[src/rtl/riscv_pkg.sv]
// Shared definitions for the instruction fetch slice.
//   XLEN           - architectural register / address width
//   DefaultResetPc - PC loaded on reset and on a full flush
//   fetch_state_e  - fetch FSM state encoding
//   fetch_entry_t  - one instruction buffer entry {pc, inst}
//   align_pc()     - forces a PC to word alignment
package riscv_pkg;

    localparam int unsigned XLEN = 32;

    localparam logic [XLEN-1:0] DefaultResetPc = 32'h0000_0000;

    typedef enum logic [1:0] {
        StIdle,
        StReq,
        StWait,
        StDrain
    } fetch_state_e;

    typedef struct packed {
        logic [XLEN-1:0] pc;
        logic [XLEN-1:0] inst;
    } fetch_entry_t;

    function automatic logic [XLEN-1:0] align_pc(input logic [XLEN-1:0] pc);
        return {pc[XLEN-1:2], 2'b00};
    endfunction

endpackage

[src/rtl/fetch_buffer.sv]
// Synchronous FIFO holding fetched {pc, inst} pairs for decode.
//   clk_i        - clock, rising edge
//   rst_i        - synchronous active-high reset
//   clear_i      - discard all entries (wins over a same-cycle push)
//   push_i       - write {push_pc_i, push_inst_i}
//   pop_i        - consume the head entry
//   head_valid_o - buffer non-empty
//   head_pc_o    - PC of head entry (0 when empty)
//   head_inst_o  - instruction of head entry (0 when empty)
//   count_o      - number of valid entries
module fetch_buffer
    import riscv_pkg::*;
#(
    parameter int unsigned Depth = 2,
    localparam int unsigned PtrW = $clog2(Depth),
    localparam int unsigned CntW = $clog2(Depth + 1)
) (
    input  logic            clk_i,
    input  logic            rst_i,
    input  logic            clear_i,
    input  logic            push_i,
    input  logic [XLEN-1:0] push_pc_i,
    input  logic [XLEN-1:0] push_inst_i,
    input  logic            pop_i,
    output logic            head_valid_o,
    output logic [XLEN-1:0] head_pc_o,
    output logic [XLEN-1:0] head_inst_o,
    output logic [CntW-1:0] count_o
);

    fetch_entry_t    mem_q [Depth];
    logic [PtrW-1:0] rd_ptr_q;
    logic [PtrW-1:0] wr_ptr_q;
    logic [CntW-1:0] count_q;
    logic            do_push;
    logic            do_pop;

    assign do_pop  = pop_i && (count_q != '0);
    // A push into a full buffer is fine when the head leaves on the same edge.
    assign do_push = push_i && ((count_q != CntW'(Depth)) || do_pop);

    always_ff @(posedge clk_i) begin
        if (rst_i || clear_i) begin
            rd_ptr_q <= '0;
            wr_ptr_q <= '0;
            count_q  <= '0;
        end else begin
            // Depth is a power of two, so pointers wrap by overflow.
            if (do_push) wr_ptr_q <= wr_ptr_q + PtrW'(1);
            if (do_pop)  rd_ptr_q <= rd_ptr_q + PtrW'(1);
            count_q <= count_q + CntW'(do_push) - CntW'(do_pop);
        end
    end

    always_ff @(posedge clk_i) begin
        if (!rst_i && !clear_i && do_push) begin
            mem_q[wr_ptr_q] <= '{pc: push_pc_i, inst: push_inst_i};
        end
    end

    assign head_valid_o = (count_q != '0);
    assign head_pc_o    = head_valid_o ? mem_q[rd_ptr_q].pc   : '0;
    assign head_inst_o  = head_valid_o ? mem_q[rd_ptr_q].inst : '0;
    assign count_o      = count_q;

endmodule

[src/rtl/fetch_unit.sv]
// Instruction fetch stage: PC generation, single-outstanding imem requests,
// buffering of returned instructions for decode, and flush/redirect handling.
//   clk_i, rst_i          - clock and synchronous active-high reset
//   begin_execution_i     - fetch enable
//   pc_override_i         - redirect to redirect_pc_i, discard buffered/in-flight
//   redirect_pc_i         - redirect target (low two bits ignored)
//   flush_partial_i       - discard buffered/in-flight, PC held
//   flush_full_i          - discard everything, PC <= RESET_PC
//   imem_req_valid_o/ready_i/addr_o - instruction memory request channel
//   imem_rsp_valid_i/data_i         - instruction memory response (no backpressure)
//   inst_valid_o/ready_i/data_o/pc_o - buffer head to decode
//   fetch_ready_o         - nothing in flight and no stale response pending
module fetch_unit
    import riscv_pkg::*;
#(
    parameter logic [XLEN-1:0] RESET_PC  = DefaultResetPc,
    parameter int unsigned     BUF_DEPTH = 2
) (
    input  logic            clk_i,
    input  logic            rst_i,
    input  logic            begin_execution_i,
    input  logic            pc_override_i,
    input  logic [XLEN-1:0] redirect_pc_i,
    input  logic            flush_partial_i,
    input  logic            flush_full_i,
    output logic            imem_req_valid_o,
    input  logic            imem_req_ready_i,
    output logic [XLEN-1:0] imem_req_addr_o,
    input  logic            imem_rsp_valid_i,
    input  logic [XLEN-1:0] imem_rsp_data_i,
    output logic            inst_valid_o,
    input  logic            inst_ready_i,
    output logic [XLEN-1:0] inst_data_o,
    output logic [XLEN-1:0] inst_pc_o,
    output logic            fetch_ready_o
);

    localparam int unsigned CntW = $clog2(BUF_DEPTH + 1);
    localparam int unsigned OccW = CntW + 1;

    fetch_state_e    state_q, state_d;
    logic [XLEN-1:0] pc_q, pc_d;
    logic [XLEN-1:0] req_pc_q, req_pc_d;
    logic            outstanding_q, outstanding_d;
    logic            req_valid_q;
    logic            fetch_ready_q;

    logic [CntW-1:0] count;
    logic            head_valid;
    logic            push;
    logic            pop;
    logic            flush_any;
    logic            issue_now;
    logic            issue_after_push;

    assign flush_any = flush_full_i || pc_override_i || flush_partial_i;
    assign pop       = head_valid && inst_ready_i;

    assign issue_now = begin_execution_i &&
        ((OccW'(count) + OccW'(outstanding_q)) < OccW'(BUF_DEPTH));
    // Occupancy once this cycle's response is pushed (and head possibly popped).
    assign issue_after_push = begin_execution_i &&
        ((OccW'(count) + OccW'(1) - OccW'(pop)) < OccW'(BUF_DEPTH));

    always_comb begin
        state_d       = state_q;
        pc_d          = pc_q;
        req_pc_d      = req_pc_q;
        outstanding_d = outstanding_q;
        push          = 1'b0;

        case (state_q)
            StIdle: begin
                if (issue_now) state_d = StReq;
            end
            StReq: begin
                if (imem_req_ready_i) begin
                    outstanding_d = 1'b1;
                    req_pc_d      = pc_q;
                    pc_d          = pc_q + XLEN'(4);
                    state_d       = StWait;
                end
            end
            StWait: begin
                if (imem_rsp_valid_i) begin
                    push          = 1'b1;
                    outstanding_d = 1'b0;
                    state_d       = issue_after_push ? StReq : StIdle;
                end
            end
            StDrain: begin
                if (imem_rsp_valid_i) begin
                    outstanding_d = 1'b0;
                    state_d       = StIdle;
                end
            end
            default: state_d = StIdle;
        endcase

        if (flush_any) begin
            push = 1'b0;
            case (state_q)
                // A handshake completing alongside the flush still owes a response.
                StReq:   state_d = imem_req_ready_i ? StDrain : StIdle;
                StWait:  state_d = imem_rsp_valid_i ? StIdle : StDrain;
                StDrain: state_d = imem_rsp_valid_i ? StIdle : StDrain;
                default: state_d = StIdle;
            endcase
            if (flush_full_i) begin
                pc_d = RESET_PC;
            end else if (pc_override_i) begin
                pc_d = align_pc(redirect_pc_i);
            end else begin
                // Dropped request is refetched from the same PC.
                pc_d = pc_q;
            end
        end
    end

    always_ff @(posedge clk_i) begin
        if (rst_i) begin
            state_q       <= StIdle;
            pc_q          <= RESET_PC;
            req_pc_q      <= RESET_PC;
            outstanding_q <= 1'b0;
            req_valid_q   <= 1'b0;
            fetch_ready_q <= 1'b1;
        end else begin
            state_q       <= state_d;
            pc_q          <= pc_d;
            req_pc_q      <= req_pc_d;
            outstanding_q <= outstanding_d;
            req_valid_q   <= (state_d == StReq);
            fetch_ready_q <= (state_d != StWait) && (state_d != StDrain);
        end
    end

    fetch_buffer #(
        .Depth (BUF_DEPTH)
    ) u_buffer (
        .clk_i        (clk_i),
        .rst_i        (rst_i),
        .clear_i      (flush_any),
        .push_i       (push),
        .push_pc_i    (req_pc_q),
        .push_inst_i  (imem_rsp_data_i),
        .pop_i        (pop),
        .head_valid_o (head_valid),
        .head_pc_o    (inst_pc_o),
        .head_inst_o  (inst_data_o),
        .count_o      (count)
    );

    assign imem_req_valid_o = req_valid_q;
    assign imem_req_addr_o  = pc_q;
    assign inst_valid_o     = head_valid;
    assign fetch_ready_o    = fetch_ready_q;

endmodule

[config.mk]
export PLATFORM = sky130hd
export DESIGN_NAME = fetch_unit
export DESIGN_NICKNAME = d
export VERILOG_FILES = /design/src/rtl/riscv_pkg.sv /design/src/rtl/fetch_buffer.sv /design/src/rtl/fetch_unit.sv
export SDC_FILE = /design/constraint.sdc
export NUM_CORES = 1
export LEC_CHECK = 0
export CORE_MARGIN = 3
export CORE_UTILIZATION = 51
export CTS_CLUSTER_DIAMETER = 200
export DETAILED_ROUTE_END_ITERATION = 8
export GPL_TIMING_DRIVEN = 1
export PLACE_DENSITY = 0.81
export SLEW_MARGIN = 20
export SYNTH_ARGS = -nofsm -noshare
export SYNTH_HDL_FRONTEND = slang
export SYNTH_SLANG_ARGS = --single-unit
[constraint.sdc]
create_clock -name clk_i -period 6.83 [get_ports clk_i]
set_clock_uncertainty 0.05 [all_clocks]
set_input_delay 1.366 -clock clk_i [delete_from_list [all_inputs] [get_ports clk_i]]
set_output_delay 1.366 -clock clk_i [all_outputs]
set_load 0.05 [all_outputs]
==> flow_metrics.py, run 1 <==
metrics = {
    "clock_tree": {
        "cts-root-buf": "clkbuf_16",
        "cts.htree.levels": 4,
        "post_cts_buffers": 0,
        "clk_pin_slew_ns": 0.07,
        "numCtsBuffers": 17,
        "clock_sinks": 194,
        "clk_latency_ns": 0.43,
        "cts_resized": 0,
        "cts_buffer_depth": 2,
        "cts_hold_buf": 0,
        "cts_tree": "built",
    },
    "routing": {
        "totalWireLength_um": 19300,
        "first_iter_violations": 584,
        "vias": 6007,
        "drtAntennaViolNets": 0,
        "first_pass_iters": 5,
        "wl_per_cell_um": 17.9,
        "remaining_drc_errors": 0,
        "avgViaCountPerCell": 5.57,
    },
    "sta": {
        "max_slew.worst_pin.slew_ns": 1.10,
        "fin_tns_setup_ns": 0,
        "finalCriticalPeriod_ns": 4.31,
        "rsz0062_at_grt": "no",
        "setup_viol": 0,
        "hold_viol": 0,
        "hold_ws_ns": 0.409,
        "slew_viol_final": 0,
        "fmax_mhz": 232,
        "fin_crit_sh": 0.631,
        "slew_headroom": 0.264,
    },
    "synth": {
        "synth_top_area_frac": 0.458,
        "yosysSeqAreaShare": 0.630,
        "synth_top_flop_cell": "edfxtp_1",
        "synth_edf_count": 124,
        "synthArstFlopShare": 0,
        "synth-seq-cells": 194,
        "syn_avg_cell_area_um2": 11.5,
        "synthCells": 709,
        "yosys.area.top_type": "edfxtp_1",
        "synth.area.top_cells": "edfxtp_1, dfxtp_1, mux2i_1",
        "synth_area_mm2": 0.00813,
        "ys_types": 66,
        "yosys_warnings": 0,
    },
    "setup_path": {
        "crit_path_end_kind": "flop",
        "crit_arrival_ns": 4.33,
        "worst_r2r_path_depth": 5,
        "required_ns": 6.85,
        "rr_endpoint": "u_buffer.mem_q[0][30]",
        "start_kind": "primary input",
        "crit_path_max_fanout": 35,
        "r2r_start": "u_buffer.count_o[0]",
        "critPathKind": "in2reg",
        "rrSetupSlack_ns": 4.07,
    },
    "global_routing": {
        "antenna_found_initial": 0,
        "grt_use_total": 0.219,
        "grt_max_degree": 65,
        "grtUsageMet3": 0.0466,
        "gr-usage-met1": 0.293,
        "grt-busiest-layer": "met2",
        "grt_use_met2": 0.359,
        "grt_pass1_wl_um": 30800,
        "grt_pass1_vias": 5971,
        "overflow": 0,
    },
    "floorplan": {
        "row_count": 45,
        "die_w_um": 132,
        "pin_count": 172,
        "start_util": 0.527,
        "die-area_mm2": 0.0175,
        "die_y_um": 132,
        "core-area_mm2": 0.0154,
    },
    "hold_path": {
        "hold_path_depth": 0,
        "hp-class": "reg2reg",
        "worstHoldStart": "req_pc_q[21]",
        "min_to": "u_buffer.mem_q[0][53]",
    },
    "finish": {
        "num_antenna_cells": 0,
        "fin_util": 0.679,
        "area_growth_pct": 28.8,
        "mostFrequentLayoutCells": "clkdlybuf4s50_1, edfxtp_1, nor2_1, nand2_1, dfxtp_1",
        "fillers": 1135,
        "multi_input_area_mm2": 0.00278,
        "final_common_cell": "clkdlybuf4s50_1",
        "drive_gt1_frac": 0.0680,
        "fin_nets": 932,
        "area.sequential_mm2": 0.00513,
    },
    "status": {
        "status": "completed",
    },
    "placement": {
        "gp_congestion": 0.848,
        "portBuffers": 165,
        "hpwl_um": 12800,
    },
    "power": {
        "power.density_mw_per_mm2": 226,
        "p_total_mw": 2.36,
        "ir_drop_v": 0.000209,
        "leakagePower_nw": 3.32,
    },
    "job": {
        "drv_cap": 0,
    },
}
==> power breakdown <==
part | internal [mW] | switching (mW) | total (mW)
Clock | 0.504 | 0.427 | 0.931
Combinational | 0.0699 | 0.0935 | 0.163
Sequential | 1.25 | 0.0200 | 1.27
Total | 1.82 | 0.541 | 2.36
==> cell usage after synthesis (3+ instances only) <==
| cell | n |
|---|---|
| ha_1 | 4 |
| nor4_1 | 3 |
| nand4_1 | 5 |
| a32o_1 | 3 |
| edfxtp_1 | 124 |
| inv_1 | 10 |
| o22ai_1 | 4 |
| o21ai_0 | 12 |
| xnor2_1 | 5 |
| a311oi_1 | 7 |
| dfxtp_1 | 70 |
| buf_4 | 5 |
| buf_2 | 6 |
| a21oi_1 | 54 |
| nand3_1 | 12 |
| mux2i_1 | 66 |
| nor3_1 | 18 |
| nor2_1 | 103 |
| nand2_1 | 85 |
| and3_1 | 12 |
| buf_1 | 4 |
| clkbuf_1 | 32 |
| a211oi_1 | 9 |
==> routing by layer <==
layer / vias to the layer above / share of wire
met3: 24 / 0.086
met5: - / 0
li1: 2864 / -
met1: 2820 / 0.42
met4: 0 / 0.015
met2: 299 / 0.48
==> worst max-delay path, cell delays in order <==
cell and delay (ns):
clkdlybuf4s50_1 0.74, or3_4 0.65, nor2_1 0.20, nand2_1 0.12, nor2_4 0.68, buf_4 0.55
==> stage by stage <==
step                      setup WS (ns)  cells  instance area, um2
after global routing               2.27   1079               10500
final                              2.52   1079               10500
after CTS                          2.50   1079               10500
after detailed placement           2.05   1047                9910
after global placement             2.16   1047                9910
after floorplan                    1.36    712                8140
==> worst max path at each step <==
stage	from	to	slack [ns]	cells after the start
floorplan	pc_override_i	u_buffer.mem_q[0][0]	1.36	7
global placement	flush_full_i	u_buffer.mem_q[0][5]	2.16	6
detailed placement	flush_full_i	u_buffer.mem_q[0][5]	2.05	6
CTS	flush_full_i	u_buffer.mem_q[0][21]	2.50	6
global route	flush_full_i	u_buffer.mem_q[0][7]	2.27	6
finish	flush_full_i	u_buffer.mem_q[0][30]	2.52	6
==> final cells by class <==
| class | count | area share |
|---|---|---|
| clock buffer | 17 | 0.0406 |
| inverter | 10 | 0.00358 |
| clock inverter | 15 | 0.0129 |
| sequential | 194 | 0.490 |
| tap | 211 | 0.0252 |
| timing repair buffer | 173 | 0.163 |
| multi-input combinational | 459 | 0.265 |
==> sequential cells by signal (all words and copies together), names as in the netlist, named ones only <==
| signal | flops |
|---|---|
| imem_req_valid_o | 1 |
| outstanding_q | 1 |
| u_buffer.count_o | 2 |
| imem_req_addr_o | 30 |
| fetch_ready_o | 1 |
| req_pc_q | 30 |
| u_buffer.mem_q | 124 |
| u_buffer.wr_ptr_q | 1 |
| u_buffer.rd_ptr_q | 1 |
| state_q | 2 |
==> kinds of logic (layout without fill, tap and decap cells) <==
logic type | count (synthesis) | after routing | synth area share
compound gates | 118 | 118 | 0.0958
fa+ha+maj | 4 | 4 | 0.00615
xor+xnor | 7 | 7 | 0.00754
simple gates | 260 | 260 | 0.146
buf+inv | 59 | 215 | 0.0323
other cells | 1 | 4 | 0.000461
flops | 194 | 194 | 0.630
mux | 66 | 66 | 0.0812
No activity file was read; power rests on OpenSTA's default activity.
==> run 2: changes to the inputs <==
--- a/config.mk
+++ b/config.mk
@@ -6,11 +6,11 @@
 export NUM_CORES = 1
 export LEC_CHECK = 0
 export CORE_MARGIN = 3
-export CORE_UTILIZATION = 51
+export CORE_UTILIZATION = 46
 export CTS_CLUSTER_DIAMETER = 200
 export DETAILED_ROUTE_END_ITERATION = 8
 export GPL_TIMING_DRIVEN = 1
-export PLACE_DENSITY = 0.81
+export PLACE_DENSITY = 0.77
 export SLEW_MARGIN = 20
 export SYNTH_ARGS = -nofsm -noshare
 export SYNTH_HDL_FRONTEND = slang
==> constraint.sdc (replaced) <==
create_clock -name clk_i -period 3.73 [get_ports clk_i]
set_clock_uncertainty 0.05 [all_clocks]
set_input_delay 0.746 -clock clk_i [delete_from_list [all_inputs] [get_ports clk_i]]
set_output_delay 0.746 -clock clk_i [all_outputs]
set_load 0.05 [all_outputs]
==> flow_metrics.py, run 2 (same netlist as run 1, synthesis figures left out) <==
metrics = {
    "status": {
        "status": "completed",
    },
    "power": {
        "power.density_mw_per_mm2": 406,
        "leakagePower_nw": 3.38,
        "ir_drop_v": 0.000335,
        "p_total_mw": 4.29,
    },
    "floorplan": {
        "die_y_um": 139,
        "core-area_mm2": 0.0169,
        "row_count": 47,
        "pin_count": 172,
        "die-area_mm2": 0.0193,
        "die_w_um": 139,
        "start_util": 0.480,
    },
    "setup_path": {
        "crit_path_max_fanout": 63,
        "crit_end": "inst_pc_o[19]",
        "r2r_start": "u_buffer.count_o[0]",
        "cp_slowest_cell": "clkdlybuf4s50_1",
        "crit_arrival_ns": 2.40,
        "path_depth": 4,
        "required_ns": 2.93,
        "worst_r2r_path_depth": 11,
        "setup.worst_path.start": "u_buffer.count_o[0]",
        "start_kind": "flop",
        "critPathKind": "reg2out",
        "slowest_delay_ns": 0.74,
        "rrSetupSlack_ns": 1.37,
        "path_buf_inv": 2,
        "crit_path_end_kind": "primary output",
        "cp_cell_sequence": "nor2_4 -> buf_4 -> nor2_1 -> clkdlybuf4s50_1",
        "cp_top_family": "buffers and inverters",
        "rr_endpoint": "u_buffer.count_o[1]",
    },
    "finish": {
        "num_antenna_cells": 0,
        "drive_gt1_frac": 0.0787,
        "fin_nets": 941,
        "finalInstanceArea_mm2": 0.0106,
        "stdcell_count": 1097,
        "final_common_cell": "clkdlybuf4s50_1",
        "largest_reg_flops": 124,
        "area_growth_pct": 30.0,
        "multi_input_area_mm2": 0.00277,
        "mostFrequentLayoutCells": "clkdlybuf4s50_1, edfxtp_1, nor2_1, nand2_1, dfxtp_1",
        "top_register": "u_buffer.mem_q",
        "fillers": 1400,
        "area.sequential_mm2": 0.00513,
    },
    "sta": {
        "setup_viol": 0,
        "rsz0062_at_grt": "no",
        "setup_ws_ns": 0.530,
        "fin_crit_sh": 0.858,
        "slew_viol_final": 0,
        "max_slew.worst_pin.slew_ns": 0.894,
        "hold_viol": 0,
        "fmax_mhz": 313,
        "fin_tns_setup_ns": 0,
        "finalCriticalPeriod_ns": 3.20,
        "slew_headroom": 0.400,
    },
    "placement": {
        "place_ws_ns": 0.419,
        "gp_congestion": 0.890,
        "portBuffers": 165,
        "numPlacedInstances": 1065,
        "placed_cell_area_mm2": 0.0100,
        "hpwl_um": 12700,
    },
    "clock_tree": {
        "post_cts_buffers": 0,
        "cts_hold_buf": 0,
        "cts.htree.levels": 4,
        "cts_resized": 0,
        "cts_tree": "built",
        "clk_pin_slew_ns": 0.07,
        "numCtsBuffers": 17,
        "clock_sinks": 194,
        "clk_latency_ns": 0.43,
        "cts-root-buf": "clkbuf_16",
        "cts_buffer_depth": 2,
    },
    "global_routing": {
        "overflow": 0,
        "grtUsageMet3": 0.0524,
        "grt-busiest-layer": "met2",
        "grt_pass1_wl_um": 30200,
        "grt_pass1_vias": 5668,
        "gr-usage-met1": 0.275,
        "grt_max_degree": 64,
        "grt_use_met2": 0.300,
        "grt_use_total": 0.195,
        "antenna_found_initial": 0,
    },
    "routing": {
        "drtAntennaViolNets": 0,
        "first_pass_iters": 5,
        "remaining_drc_errors": 0,
        "avgViaCountPerCell": 5.49,
        "totalWireLength_um": 19000,
        "vias": 6024,
        "wl_per_cell_um": 17.3,
        "first_iter_violations": 398,
    },
    "job": {
        "drv_cap": 0,
    },
    "hold_path": {
        "worstHoldStart": "req_pc_q[16]",
        "hp-class": "reg2reg",
    },
}
==> run 2: cell types whose count changed in the layout (fill, tap and decap cells not counted), sizes merged <==
| cell | delta |
|---|---|
| clkinvlp | -3 |
| bufinv | -1 |
| buf | +9 |
| inv | +6 |
| clkinv | -2 |
==> run 2: worst min-delay path by stage <==
stage                     slack (ns)  depth (start not counted)                    end
after floorplan                 0.38                          0  u_buffer.mem_q[0][34]
after global placement          0.38                          0  u_buffer.mem_q[0][46]
after detailed placement        0.39                          0  u_buffer.mem_q[0][48]
after CTS                       0.40                          0  u_buffer.mem_q[1][48]
after global routing            0.42                          0  u_buffer.mem_q[0][53]
final                           0.40                          0  u_buffer.mem_q[0][48]
==> run 2: area by class of cell <==
cell class,instances,share of cell area
sequential,194,0.485
clock inverter,15,0.0112
multi-input combinational,459,0.262
inverter,10,0.00355
timing repair buffer,182,0.171
clock buffer,17,0.0402
tap,220,0.0260
==> run 2: power by group <==
part           switching (mW)  total [mW]  internal (mW)  leakage, nW
combinational           0.171       0.302          0.132         1.53
sequential             0.0381        2.33           2.29         1.58
clock                   0.797        1.67          0.869        0.264
==> run 2: layer usage <==
metal	vias to the layer above	part of all wire
met5	-	0
met4	0	0.016
met3	24	0.083
met2	287	0.46
met1	2833	0.44
li1	2880	-
==> run 2: per-stage QoR <==
stage	hold WS, ns	utilization
final	0.404	0.624
after global routing	0.423	0.624
after CTS	0.405	0.624
after detailed placement	0.389	0.592
after global placement	0.382	0.592
after floorplan	0.375	-
==> run 2: worst register-to-register path, delay by kind of cell, from the launching register on <==
family | cells | cell delay, ns
buffers and inverters | 4 | 0.77
adders and majority gates | 2 | 0.42
DFF | 1 | 0.38
xor gates and xnor gates | 2 | 0.32
and+or+nand+nor | 3 | 0.29
